--- config.mk ---
export PLATFORM = sky130hd
export DESIGN_NAME = ad7864_rd_ctrl
export DESIGN_NICKNAME = d
export VERILOG_FILES = /design/src/rtl/ad7864_rd_ctrl.sv
export SDC_FILE = /design/constraint.sdc
export NUM_CORES = 1
export LEC_CHECK = 0
export ABC_AREA = 1
export CORE_ASPECT_RATIO = 0.75
export CORE_MARGIN = 2
export CORE_UTILIZATION = 60
export CTS_BUF_LIST = sky130_fd_sc_hd__clkbuf_4
export DETAILED_ROUTE_END_ITERATION = 8
export PLACE_DENSITY = 0.87
export SKIP_LAST_GASP = 1
export SLEW_MARGIN = 40
export SYNTH_ARGS = -nofsm -noshare
export SYNTH_HDL_FRONTEND = slang
export SYNTH_SLANG_ARGS = --single-unit
--- constraint.sdc ---
create_clock -name clkin -period 1.5 [get_ports clkin]
set_input_delay 0.3 -clock clkin [delete_from_list [all_inputs] [get_ports clkin]]
set_output_delay 0.3 -clock clkin [all_outputs]
set_load 0.03 [all_outputs]
--- src/rtl/ad7864_rd_ctrl.sv ---
`default_nettype none
// +--------------------------------------------------------------------------+
// | Module   : ad7864_rd_ctrl                                                |
// | Brief    : AD7864 read-side controller with double-buffered DSP port     |
// | Revision : 1.0  initial release                                          |
// +--------------------------------------------------------------------------+
module ad7864_rd_ctrl #(
   parameter int NCH     = 4,
   parameter int DW      = 12,
   parameter int RD_LOW  = 3,
   parameter int RD_HIGH = 2,
   parameter int INT_LEN = 4
) (
   input  logic          clkin,
   input  logic          rst_bar,
   input  logic          ad_busy,
   input  logic [DW-1:0] ad_db,
   output logic          ad_cs_bar,
   output logic          ad_rd_bar,
   input  logic [1:0]    dsp_addr,
   output logic [DW-1:0] dsp_data,
   output logic          dsp_valid,
   input  logic          dsp_ack,
   output logic          dsp_int_bar,
   output logic          ovr
);

   localparam int c_cmax = (RD_LOW > RD_HIGH) ? RD_LOW : RD_HIGH;
   localparam int c_cw   = $clog2(c_cmax + 1);
   localparam int c_iw   = $clog2(INT_LEN + 1);

   localparam logic [c_cw-1:0] c_lo_last  = c_cw'(RD_LOW - 1);
   localparam logic [c_cw-1:0] c_hi_last  = c_cw'(RD_HIGH - 1);
   localparam logic [c_iw-1:0] c_int_len  = c_iw'(INT_LEN);
   localparam logic [c_iw-1:0] c_int_one  = c_iw'(1);
   localparam logic [1:0]      c_last_idx = 2'(NCH - 1);
   localparam logic [2:0]      c_nch      = 3'(NCH);

   typedef enum logic [1:0] {
      S_IDLE  = 2'd0,
      S_RD_LO = 2'd1,
      S_RD_HI = 2'd2,
      S_DONE  = 2'd3
   } state_t;

   state_t            r_state;
   logic [1:0]        r_idx;
   logic [c_cw-1:0]   r_cnt;
   logic [c_iw-1:0]   r_int_cnt;
   logic              r_cs_bar;
   logic              r_rd_bar;
   logic              r_int_bar;
   logic              r_valid;
   logic              r_ovr;
   logic              r_busy_s1;
   logic              r_busy_s2;
   logic              r_busy_prev;
   logic [DW-1:0]     r_shadow [4];
   logic [DW-1:0]     r_obuf   [4];
   logic              w_busy_fall;

   assign w_busy_fall = r_busy_prev & ~r_busy_s2;

   always_ff @(posedge clkin or negedge rst_bar) begin
      if (!rst_bar) begin
         r_state     <= S_IDLE;
         r_idx       <= '0;
         r_cnt       <= '0;
         r_int_cnt   <= '0;
         r_cs_bar    <= 1'b1;
         r_rd_bar    <= 1'b1;
         r_int_bar   <= 1'b1;
         r_valid     <= 1'b0;
         r_ovr       <= 1'b0;
         r_busy_s1   <= 1'b0;
         r_busy_s2   <= 1'b0;
         r_busy_prev <= 1'b0;
         for (int i = 0; i < 4; i++) begin
            r_shadow[i] <= '0;
            r_obuf[i]   <= '0;
         end
      end else begin
         r_busy_s1   <= ad_busy;
         r_busy_s2   <= r_busy_s1;
         r_busy_prev <= r_busy_s2;

         if (dsp_ack) begin
            r_valid <= 1'b0;
            r_ovr   <= 1'b0;
         end

         if (r_int_cnt != '0) begin
            r_int_cnt <= r_int_cnt - 1'b1;
            if (r_int_cnt == c_int_one)
               r_int_bar <= 1'b1;
         end

         // A conversion finishing while we are still busy reading is lost.
         if (w_busy_fall && (r_state != S_IDLE))
            r_ovr <= 1'b1;

         case (r_state)
            S_IDLE: begin
               if (w_busy_fall) begin
                  r_state  <= S_RD_LO;
                  r_idx    <= '0;
                  r_cnt    <= '0;
                  r_cs_bar <= 1'b0;
                  r_rd_bar <= 1'b0;
               end
            end
            S_RD_LO: begin
               if (r_cnt == c_lo_last) begin
                  r_shadow[r_idx] <= ad_db;
                  r_cnt           <= '0;
                  r_rd_bar        <= 1'b1;
                  r_state         <= S_RD_HI;
               end else begin
                  r_cnt <= r_cnt + 1'b1;
               end
            end
            S_RD_HI: begin
               if (r_cnt == c_hi_last) begin
                  r_cnt <= '0;
                  if (r_idx == c_last_idx) begin
                     r_cs_bar <= 1'b1;
                     r_state  <= S_DONE;
                  end else begin
                     r_idx    <= r_idx + 2'd1;
                     r_rd_bar <= 1'b0;
                     r_state  <= S_RD_LO;
                  end
               end else begin
                  r_cnt <= r_cnt + 1'b1;
               end
            end
            S_DONE: begin
               for (int i = 0; i < 4; i++)
                  r_obuf[i] <= r_shadow[i];
               r_valid   <= 1'b1;
               // A same-cycle ack consumes the old frame, so no overrun.
               if (r_valid && !dsp_ack)
                  r_ovr <= 1'b1;
               r_int_bar <= 1'b0;
               r_int_cnt <= c_int_len;
               r_state   <= S_IDLE;
            end
            default: r_state <= S_IDLE;
         endcase
      end
   end

   assign ad_cs_bar   = r_cs_bar;
   assign ad_rd_bar   = r_rd_bar;
   assign dsp_int_bar = r_int_bar;
   assign dsp_valid   = r_valid;
   assign ovr         = r_ovr;
   assign dsp_data    = ({1'b0, dsp_addr} < c_nch) ? r_obuf[dsp_addr] : '0;

endmodule
`default_nettype wire

==> run summary <==
clock share of power = 20.4%
status = finished with violations
clk root buf = clkbuf_4
Synth cell types = 24
Nets = 643
RSZ-0062 raised after global routing = yes
first-pass GRT wire length = 18.7 mm
Worst path top cell family by delay = flip-flops
Syn Area/Cell = 8.72 um^2
Post-Synth Adder-Cell Area = 3.14%
Crit path arrival time = 1350 ps
Post-route DRC = 0
WL/cell = 16.4 um
CTS clk-pin slew, worst paths = 120 ps
Flop pwr share = 44.1%
post-route minimum period = 1650 ps
post-synthesis compound-gate area fraction = 10.7%
Yosys warnings = 0
pre-CTS WS = -419 ps
# rows = 28
initial antenna violation count = 0
Psw = 4610 uW
CTS sink count = 113
post-synthesis mux area share = 0%
final setup fails = 12
main combinational cell family by area after synthesis = simple AND/OR/NAND/NOR gates
Critical path origin = r_obuf[18]
failing checks = negative setup slack
Routed WL = 12.0 mm
setup TNS = -1240 ps
Crit Reg-Reg Endpoint = r_obuf[11]
worst path cell trace = o21ai_2, o22ai_2, buf_4
Core Box Area = 0.00781 mm^2
CP Launch Type = register
final worst path period share = 110%
Worst Setup Slack, final = -154 ps
total power = 11500 uW
Max Fclk = 0.605 GHz
Rel. slew slack = 67.5%
Worst Path Buf+Inv = 1
post-synthesis simple-gate area fraction = 21.7%
post-route ant nets = 0
Final Skew = 18.1 ps
Switching Fraction = 39.9%
CP endpoint kind = output port
Yosys reg bits = 113
WS Path Type = reg -> out
worst reg2reg path startpoint = r_state[0]
setup slack, reg-to-reg = 50 ps
slowest CP cell = dfrtp_1
worst endpoint required time = 1200 ps
Initial Util = 61.2%
Placer Congestion = 0.855
WP depth = 3
grt ovf = 0
vias per std cell = 5.63
Clock Path Buffers = 2
IO Count = 35
P per Cell Area = 1930 mW/mm^2
critical path capture point = dsp_data[6]
Worst Reg-to-Reg Cells = 5
CTS Buf Count = 17
Slew @ Worst Pin = 487 ps
worst hold margin = 239 ps
Worst Path Max Fanout = 2
Final Cell Area = 0.00598 mm^2
Hold Violations, Final = 0
Comb pwr share = 35.5%
Area Growth Syn to Fin = 24.9%
total die area = 0.00871 mm^2
# diodes = 0
LEAKAGE = 0.00306 uW
Synth Area in XOR/XNOR = 0%
total number of vias = 4113
GRT Overall Usage = 28.4%
Cells after Synth = 549
Post-DP Area = 0.00537 mm^2
Chip Width = 107 um
Port Buf Inserts = 34
register area share after synthesis = 59.2%
Crit path largest cell delay = 430 ps
largest net degree at the start of global routing = 49
CTS H-tree lvls = 4
Slew Limit Fails = 0
1st-pass router iterations = 5
worst hold path type = in -> reg
Pint = 6920 uW
vias in the first global route = 3876
Synth Net Count = 579
1st-iter DRT viols = 460
worst-skew pair later-pin latency = 500 ps
share of post-route cells with drive strength above 1 = 22.0%
Synth Cell Area = 0.00478 mm^2
max cap viols = 0
maximum vdd drop = 0.000945 V
post-detail-place hpwl = 7.27 mm
CTS tree = done
Chip Height = 81.3 um
[logic make-up after synthesis]
group | count (synthesis)
AOI/OAI and AO/OA | 97
adders and majority gates | 12
buffers and inverters | 60
DFF | 113
and+or+nand+nor | 267
[registers in the layout, summed over array words and instances, names as in the netlist]
name / flops
r_state: 2
dsp_valid: 1
r_busy_s1: 1
dsp_int_bar: 1
r_obuf: 48
r_busy_s2: 1
r_int_cnt: 3
ad_rd_bar: 1
r_idx: 2
ovr: 1
r_cnt: 2
r_shadow: 48
ad_cs_bar: 1
r_busy_prev: 1
[placed cells by master, fill, tap and decap left out, types with 9 or more instances in the layout]
master and instances:
buf_4 28, buf_6 14, clkbuf_4 18, clkdlybuf4s50_1 14, dfrtp_1 109, ha_1 9, inv_1 29, nand2_1 220
nor2_1 25, o21ai_0 50, o21ai_1 12, o21ai_2 16
[Yosys cell counts]
master    count  area, um^2
dfstp_2       3        78.8
a31oi_1       1        6.26
nand3_1       5        25.0
dfrtp_1     110        2750
clkinv_1      1        3.75
nand4_1       1        6.26
a211oi_1      1        7.51
a21oi_1       2        10.0
nor2_1       34         128
nand2_1     222         833
o21ai_0      73         365
o22ai_1      13        81.3
nand2_2       1        6.26
buf_2         6        30.0
o21ai_1       5        25.0
o221ai_1      1        8.76
clkbuf_1     13        48.8
buf_6         2        22.5
ha_1         12         150
nand3_2       4        40.0
clkbuf_2      4        20.0
inv_1        33         124
o211ai_1      1        7.51
inv_2         1        3.75
[cell type report]
| type | count | area (um^2) |
|---|---|---|
| timing repair buffer | 70 | 714 |
| fill | 476 | 1840 |
| multi-input combinational | 376 | 1870 |
| clock buffer | 17 | 128 |
| inverter | 35 | 131 |
| tap | 105 | 131 |
| clock inverter | 15 | 173 |
| sequential | 113 | 2830 |
[power by group through the flow]
stage / Clock [uW] / Sequential (uW) / Combinational (uW)
global route: 2520 / 5180 / 4560
floorplan: 0 / 4820 / 2380
detailed placement: 0 / 4990 / 3420
finish: 2350 / 5090 / 4090
CTS: 2370 / 4980 / 3810
global placement: 0 / 4950 / 3210
[worst min-delay path by stage]
stage	startpoint	endpoint	slack, ps	cells after the start
global placement	rst_bar	r_idx[0]	290	1
CTS	ad_busy	r_busy_s1	220	1
floorplan	rst_bar	dsp_valid	4	0
detailed placement	rst_bar	r_idx[1]	290	1
global route	ad_busy	r_busy_s1	210	1
finish	ad_busy	r_busy_s1	240	1
[per-stage QoR]
stage | utilization [%] | instances
5_1_grt | 76.5 | 731
6_report | 76.5 | 731
4_1_cts | 75.0 | 725
2_1_floorplan | - | 549
3_5_place_dp | 68.8 | 680
3_3_place_gp | 68.8 | 680
[timing repair]
action                                 4_1_cts  5_1_grt
gates resized for setup                     58       33
endpoints found under the hold margin       25        0
pin swaps                                   21        5
cloned                                       1        1
setup endpoints to repair                   21      108
setup buffers                               11        5
hold buffers                                 1        0
[per-layer routing]
| layer | global-route usage (%) | share of wire (%) |
|---|---|---|
| met3 | 7.46 | 6.5 |
| met5 | 0 | 0 |
| met1 | 37.9 | 43 |
| met2 | 45.9 | 50 |
| met4 | 9.74 | 1.2 |
No activity file was read; power rests on OpenSTA's default activity.
